`src/rtl/vend_pkg.sv`:
```
// Shared vending definitions: one-hot coin codes, their unit values and the
// payout state encoding. The vending FSM reuses the coin codes.
package vend_pkg;

    localparam logic [2:0] COIN_NONE = 3'b000;
    localparam logic [2:0] COIN_1    = 3'b001;
    localparam logic [2:0] COIN_2    = 3'b010;
    localparam logic [2:0] COIN_5    = 3'b100;

    localparam int unsigned COIN_1_VAL = 1;
    localparam int unsigned COIN_2_VAL = 2;
    localparam int unsigned COIN_5_VAL = 5;

    typedef enum logic [1:0] {
        IDLE   = 2'd0,
        SELECT = 2'd1,
        ISSUE  = 2'd2,
        DONE   = 2'd3
    } state_t;

    function automatic int unsigned coin_value(input logic [2:0] code);
        case (code)
            COIN_1:  return COIN_1_VAL;
            COIN_2:  return COIN_2_VAL;
            COIN_5:  return COIN_5_VAL;
            default: return 0;
        endcase
    endfunction

endpackage

```
`src/rtl/vend_coin_select.sv`:
```
// Greedy coin picker: largest non-empty denomination whose value fits in remain.
module vend_coin_select
    import vend_pkg::*;
#(
    parameter int AMT_W = 5
) (
    input  logic [AMT_W-1:0] remain,
    input  logic [2:0]       empty,
    output logic [2:0]       coin_code,
    output logic             found
);

    localparam logic [AMT_W-1:0] V1 = AMT_W'(COIN_1_VAL);
    localparam logic [AMT_W-1:0] V2 = AMT_W'(COIN_2_VAL);
    localparam logic [AMT_W-1:0] V5 = AMT_W'(COIN_5_VAL);

    always_comb begin
        coin_code = COIN_NONE;
        found     = 1'b0;
        if (!empty[2] && remain >= V5) begin
            coin_code = COIN_5;
            found     = 1'b1;
        end else if (!empty[1] && remain >= V2) begin
            coin_code = COIN_2;
            found     = 1'b1;
        end else if (!empty[0] && remain >= V1) begin
            coin_code = COIN_1;
            found     = 1'b1;
        end
    end

endmodule

```
`src/rtl/vend_change_dispenser.sv`:
```
// Change payout controller: pays out an amount one coin at a time to the hopper.
// Optional macro VEND_COIN_TALLY_EN adds saturating per-denomination acked-coin counters.
module vend_change_dispenser
    import vend_pkg::*;
#(
    parameter int AMT_W       = 5,
    parameter int ACK_TIMEOUT = 16
) (
    input  logic             clk,
    input  logic             arst,
    input  logic             start,
    input  logic [AMT_W-1:0] amount,
    input  logic [2:0]       empty,
    output logic             coin_valid,
    output logic [2:0]       coin_code,
    input  logic             coin_ack,
    output logic             busy,
    output logic             done,
    output logic             short,
    output logic             fault,
    output logic [AMT_W-1:0] remain
`ifdef VEND_COIN_TALLY_EN
    ,
    output logic [7:0]       tally1,
    output logic [7:0]       tally2,
    output logic [7:0]       tally5
`endif
);

    localparam int CNT_W = $clog2(ACK_TIMEOUT);
    localparam logic [CNT_W-1:0] CNT_MAX = CNT_W'(ACK_TIMEOUT - 1);

    state_t           state_q, state_d;
    logic [AMT_W-1:0] remain_q, remain_d;
    logic             coin_valid_q, coin_valid_d;
    logic [2:0]       coin_code_q, coin_code_d;
    logic             short_q, short_d;
    logic             fault_q, fault_d;
    logic [CNT_W-1:0] cnt_q, cnt_d;

    logic [2:0]       sel_code;
    logic             sel_found;

    vend_coin_select #(.AMT_W(AMT_W)) u_select (
        .remain    (remain_q),
        .empty     (empty),
        .coin_code (sel_code),
        .found     (sel_found)
    );

    always_comb begin
        state_d      = state_q;
        remain_d     = remain_q;
        coin_valid_d = coin_valid_q;
        coin_code_d  = coin_code_q;
        short_d      = short_q;
        fault_d      = fault_q;
        cnt_d        = cnt_q;
        case (state_q)
            IDLE: begin
                if (start) begin
                    remain_d = amount;
                    short_d  = 1'b0;
                    fault_d  = 1'b0;
                    state_d  = SELECT;
                end
            end
            SELECT: begin
                cnt_d = '0;
                if (remain_q == '0) begin
                    state_d = DONE;
                end else if (!sel_found) begin
                    short_d = 1'b1;
                    state_d = DONE;
                end else begin
                    coin_code_d  = sel_code;
                    coin_valid_d = 1'b1;
                    state_d      = ISSUE;
                end
            end
            ISSUE: begin
                // ack takes priority over a timeout landing on the same edge
                if (coin_ack) begin
                    remain_d     = remain_q - AMT_W'(coin_value(coin_code_q));
                    coin_valid_d = 1'b0;
                    coin_code_d  = COIN_NONE;
                    state_d      = SELECT;
                end else if (cnt_q == CNT_MAX) begin
                    fault_d      = 1'b1;
                    coin_valid_d = 1'b0;
                    coin_code_d  = COIN_NONE;
                    state_d      = DONE;
                end else begin
                    cnt_d = cnt_q + 1'b1;
                end
            end
            DONE:    state_d = IDLE;
            default: state_d = IDLE;
        endcase
    end

    always_ff @(posedge clk or posedge arst) begin
        if (arst) begin
            state_q      <= IDLE;
            remain_q     <= '0;
            coin_valid_q <= 1'b0;
            coin_code_q  <= COIN_NONE;
            short_q      <= 1'b0;
            fault_q      <= 1'b0;
            cnt_q        <= '0;
        end else begin
            state_q      <= state_d;
            remain_q     <= remain_d;
            coin_valid_q <= coin_valid_d;
            coin_code_q  <= coin_code_d;
            short_q      <= short_d;
            fault_q      <= fault_d;
            cnt_q        <= cnt_d;
        end
    end

    assign coin_valid = coin_valid_q;
    assign coin_code  = coin_code_q;
    assign busy       = (state_q != IDLE);
    assign done       = (state_q == DONE);
    assign short      = short_q;
    assign fault      = fault_q;
    assign remain     = remain_q;

`ifdef VEND_COIN_TALLY_EN
    logic [7:0] tally1_q, tally1_d;
    logic [7:0] tally2_q, tally2_d;
    logic [7:0] tally5_q, tally5_d;

    always_comb begin
        tally1_d = tally1_q;
        tally2_d = tally2_q;
        tally5_d = tally5_q;
        if (state_q == ISSUE && coin_ack) begin
            case (coin_code_q)
                COIN_1:  if (tally1_q != 8'hFF) tally1_d = tally1_q + 8'd1;
                COIN_2:  if (tally2_q != 8'hFF) tally2_d = tally2_q + 8'd1;
                COIN_5:  if (tally5_q != 8'hFF) tally5_d = tally5_q + 8'd1;
                default: ;
            endcase
        end
    end

    always_ff @(posedge clk or posedge arst) begin
        if (arst) begin
            tally1_q <= 8'd0;
            tally2_q <= 8'd0;
            tally5_q <= 8'd0;
        end else begin
            tally1_q <= tally1_d;
            tally2_q <= tally2_d;
            tally5_q <= tally5_d;
        end
    end

    assign tally1 = tally1_q;
    assign tally2 = tally2_q;
    assign tally5 = tally5_q;
`endif

endmodule
```
`config.mk`:
```
export PLATFORM = sky130hd
export DESIGN_NAME = vend_change_dispenser
export DESIGN_NICKNAME = d
export VERILOG_FILES = /design/src/rtl/vend_pkg.sv /design/src/rtl/vend_coin_select.sv /design/src/rtl/vend_change_dispenser.sv
export SDC_FILE = /design/constraint.sdc
export NUM_CORES = 1
export LEC_CHECK = 0
export BUFFER_PORTS_ARGS = -buffer_cell sky130_fd_sc_hd__buf_4
export CORE_ASPECT_RATIO = 0.7
export CORE_MARGIN = 2
export CORE_UTILIZATION = 37
export CTS_BUF_LIST = sky130_fd_sc_hd__clkbuf_2
export DETAILED_ROUTE_END_ITERATION = 12
export GPL_TIMING_DRIVEN = 0
export PLACE_DENSITY = 0.62
export SLEW_MARGIN = 30
export SYNTH_ARGS = -nofsm -noshare
export SYNTH_HDL_FRONTEND = slang
export SYNTH_SLANG_ARGS = --single-unit
```
`constraint.sdc`:
```
create_clock -name clk -period 2.3 [get_ports clk]
set_input_delay 0.23 -clock clk [delete_from_list [all_inputs] [get_ports clk]]
set_output_delay 0.23 -clock clk [all_outputs]
set_load 0.05 [all_outputs]
```
==> impl_results.md <==
* Req. time, crit path at 2.52 ns
* Number of diodes at 0
* Outcome: complete, no violations
* Synthesized cell area at 0.001104 mm²
* Hold WC Path Type: in2async
* Max-slew headroom at 53.95%
* Pwr dens at 1555 mW/mm²
* Initial antenna violation count at 0
* Most frequent cell after synthesis: dfrtp_1
* Async SR Flop Fraction at 100.0%
* Via count at 976
* Layout cells sized above 1 at 21.62%
* #FFs+latches synth at 17
* Synth Net Count at 141
* FMAX at 0.4808 GHz
* Post-DP HPWL at 1910 µm
* Fin crit period at 2.080 ns
* Final worst-path cycle share at 90.43%
* Initial Utilization at 39.10%
* Fin Setup TNS at 0 ns
* Clk root buf: clkbuf_2
* Synth-to-Final Area Change at 22.68%
* Yosys cell types at 33
* Nets at 170
* Endpoints failing setup at 0
* Num Clock Sinks at 17
* Vias per Instance at 5.304
* Placement Rows at 16
* CP endpoint kind: register
* Die Y at 49.70 µm
* Total Routing Usage GR at 15.00%
* Post-Syn Instances at 120
* Worst Clk Skew at 0.01166 ns
* Slew Limit Fails at 0
* Critical path type: reg2reg
* Biggest area consumer among synthesized cells: dfrtp_1
* Post-synth EDFFs at 0
* Arr. time, crit path at 2.29 ns
* Num CTS Buffers at 3
* Unrepaired setup endpoints after global routing: no
* H-tree depth at 1
* Hold-fix buffers at CTS at 0
* Critical-path maximum fanout at 5
* Register area share after synthesis at 38.55%
* CTS resizes at 0
* CTS clk-pin slew, worst paths at 0.17 ns
* Initial drt markers at 77
* Largest net degree at the start of global routing at 18
* First-pass GRT wire length at 4084 µm
* Die ar. at 0.003443 mm²
* Max-Cap Viols at 0
* Synth area leaders: dfrtp_1 39%, ha_1 9.1%, nor2_1 4.8%
* Final wirelength at 2456 µm
* Die width at 69.28 µm
* DR DRC count at 0
* Drt wl/cell at 13.35 µm
* Worst setup SP type: register
* Core ar. at 0.002823 mm²
* Routability cong. at 0.7442
* Clk Latency, worst-skew pair at 0.30 ns
* Clk buf depth at 2
* Commonest cells in the netlist: 17 x dfrtp_1, 14 x nor2_1, 10 x inv_1, 10 x nand2_1, 10 x o21ai_0
* Pwr Total at 2.106 mW
* R2R depth at 10
* Main flop type after synthesis: dfrtp_1
* Vias in the first global route at 858
* Grt total ovfl at 0
* Worst-margin pin slew at 0.6900 ns
* Worst VDD drop at 0.7568 mV
* Final ANT Viol Nets at 0
* Mean Syn Cell Area at 9.196 µm²
* Hold Worst Slack at 0.006519 ns
* Boundary Pins at 25
* Synth Warn # at 0
* Final Core Density at 47.96%
* Synth top area share at 38.55%
* CTS tree: yes
* Setup bufs post-CTS at 0
* Drt first pass iters at 4
* I/O Buffers at 24
* Fillers at 280
* P_leak at 0.6291 nW
* Final Hold Violating Endpoints at 0
[layer usage]
layer  vias up  wire length (µm)  GRT usage [%]  part of all wire, %
met3         2                91          5.112                  3.7
met1       472              1371          23.57                   56
met2        16               985          19.87                   40
met5         -                 0              0                    0
li1        486                 -              -                    -
met4         0                 8          1.961                 0.33
[critical path, cell delays in order, from the launching register on]
cell and delay [ns]:
dfrtp_1 0.46, xnor2_1 0.14, nor2_1 0.09, ha_1 0.19, inv_1 0.06, fa_1 0.41
a211oi_2 0.24, nand2_1 0.08, nor2_1 0.08, o21ai_0 0.09, o311a_1 0.15
[registers in the layout (all words and copies together) (netlist names)]
register and count:
cnt_q 4, coin_code 3, coin_valid 1, fault 1, remain 5, short 1
state_q 2
[logic make-up after synthesis]
| family | count (synthesis) | share of synthesized area [%] |
|---|---|---|
| mux | 6 | 5.895 |
| compound gates | 37 | 22.11 |
| simple gates | 36 | 16.55 |
| buf+inv | 13 | 4.422 |
| flops | 17 | 38.55 |
| xor+xnor | 2 | 1.588 |
| fa+ha+maj | 9 | 10.88 |
[final cells by class]
cell class                 count  area [µm²]  share of cell area, %
buffer                         3       11.26                 0.8318
sequential                    17       425.4                  31.42
tap                           36       45.04                  3.327
clock buffer                   4       20.02                  1.479
timing repair buffer          24       180.2                  13.31
multi-input combinational     90       634.4                  46.86
inverter                      10       37.54                  2.773
[metrics by stage]
step,cells,setup WS (ns),area (µm²)
4_1_cts,184,0.1315,1349
3_3_place_gp,180,0.1956,1329
5_1_grt,184,0.04668,1354
2_1_floorplan,120,0.05544,1104
3_5_place_dp,180,0.1522,1329
6_report,184,0.2202,1354
[cells in the final DEF, fill, tap and decap left out, types with 2 or more instances in the layout]
cell type | synthesis | final
clkbuf_1 | 2 | 2
buf_4 | 0 | 24
nor2_1 | 14 | 14
dfrtp_1 | 17 | 17
nand2b_1 | 3 | 3
a31oi_1 | 5 | 5
inv_1 | 10 | 10
a41o_1 | 2 | 2
clkbuf_2 | 0 | 4
mux2i_1 | 2 | 2
mux2_1 | 4 | 4
o21ai_0 | 10 | 10
and2_1 | 2 | 2
ha_1 | 8 | 8
xnor2_1 | 2 | 2
a21oi_1 | 9 | 9
nand2_1 | 10 | 10
a211oi_1 | 3 | 2
[path summary, 6_finish.rpt]
kind	start	end	slack, ns
worst max-delay path	coin_code[2]$_DFFE_PP0P_	remain[4]$_DFFE_PP0P_	0.22
worst min-delay path	arst	cnt_q[3]$_DFFE_PP0P_	0.007
worst max register to register	coin_code[2]$_DFFE_PP0P_	remain[4]$_DFFE_PP0P_	0.22
worst min register to register	coin_valid$_DFFE_PP0P_	coin_valid$_DFFE_PP0P_	0.52
max in group asynchronous	arst	coin_code[1]$_DFFE_PP0P_	1.85
min in group clk	amount[4]	remain[4]$_DFFE_PP0P_	0.16
[power breakdown]
part / total, mW / internal [mW] / switching, mW
clock network: 0.141 / 0.0461 / 0.0951
registers: 0.571 / 0.410 / 0.162
logic: 1.39 / 0.513 / 0.880
(Power assumes the default switching activity.)
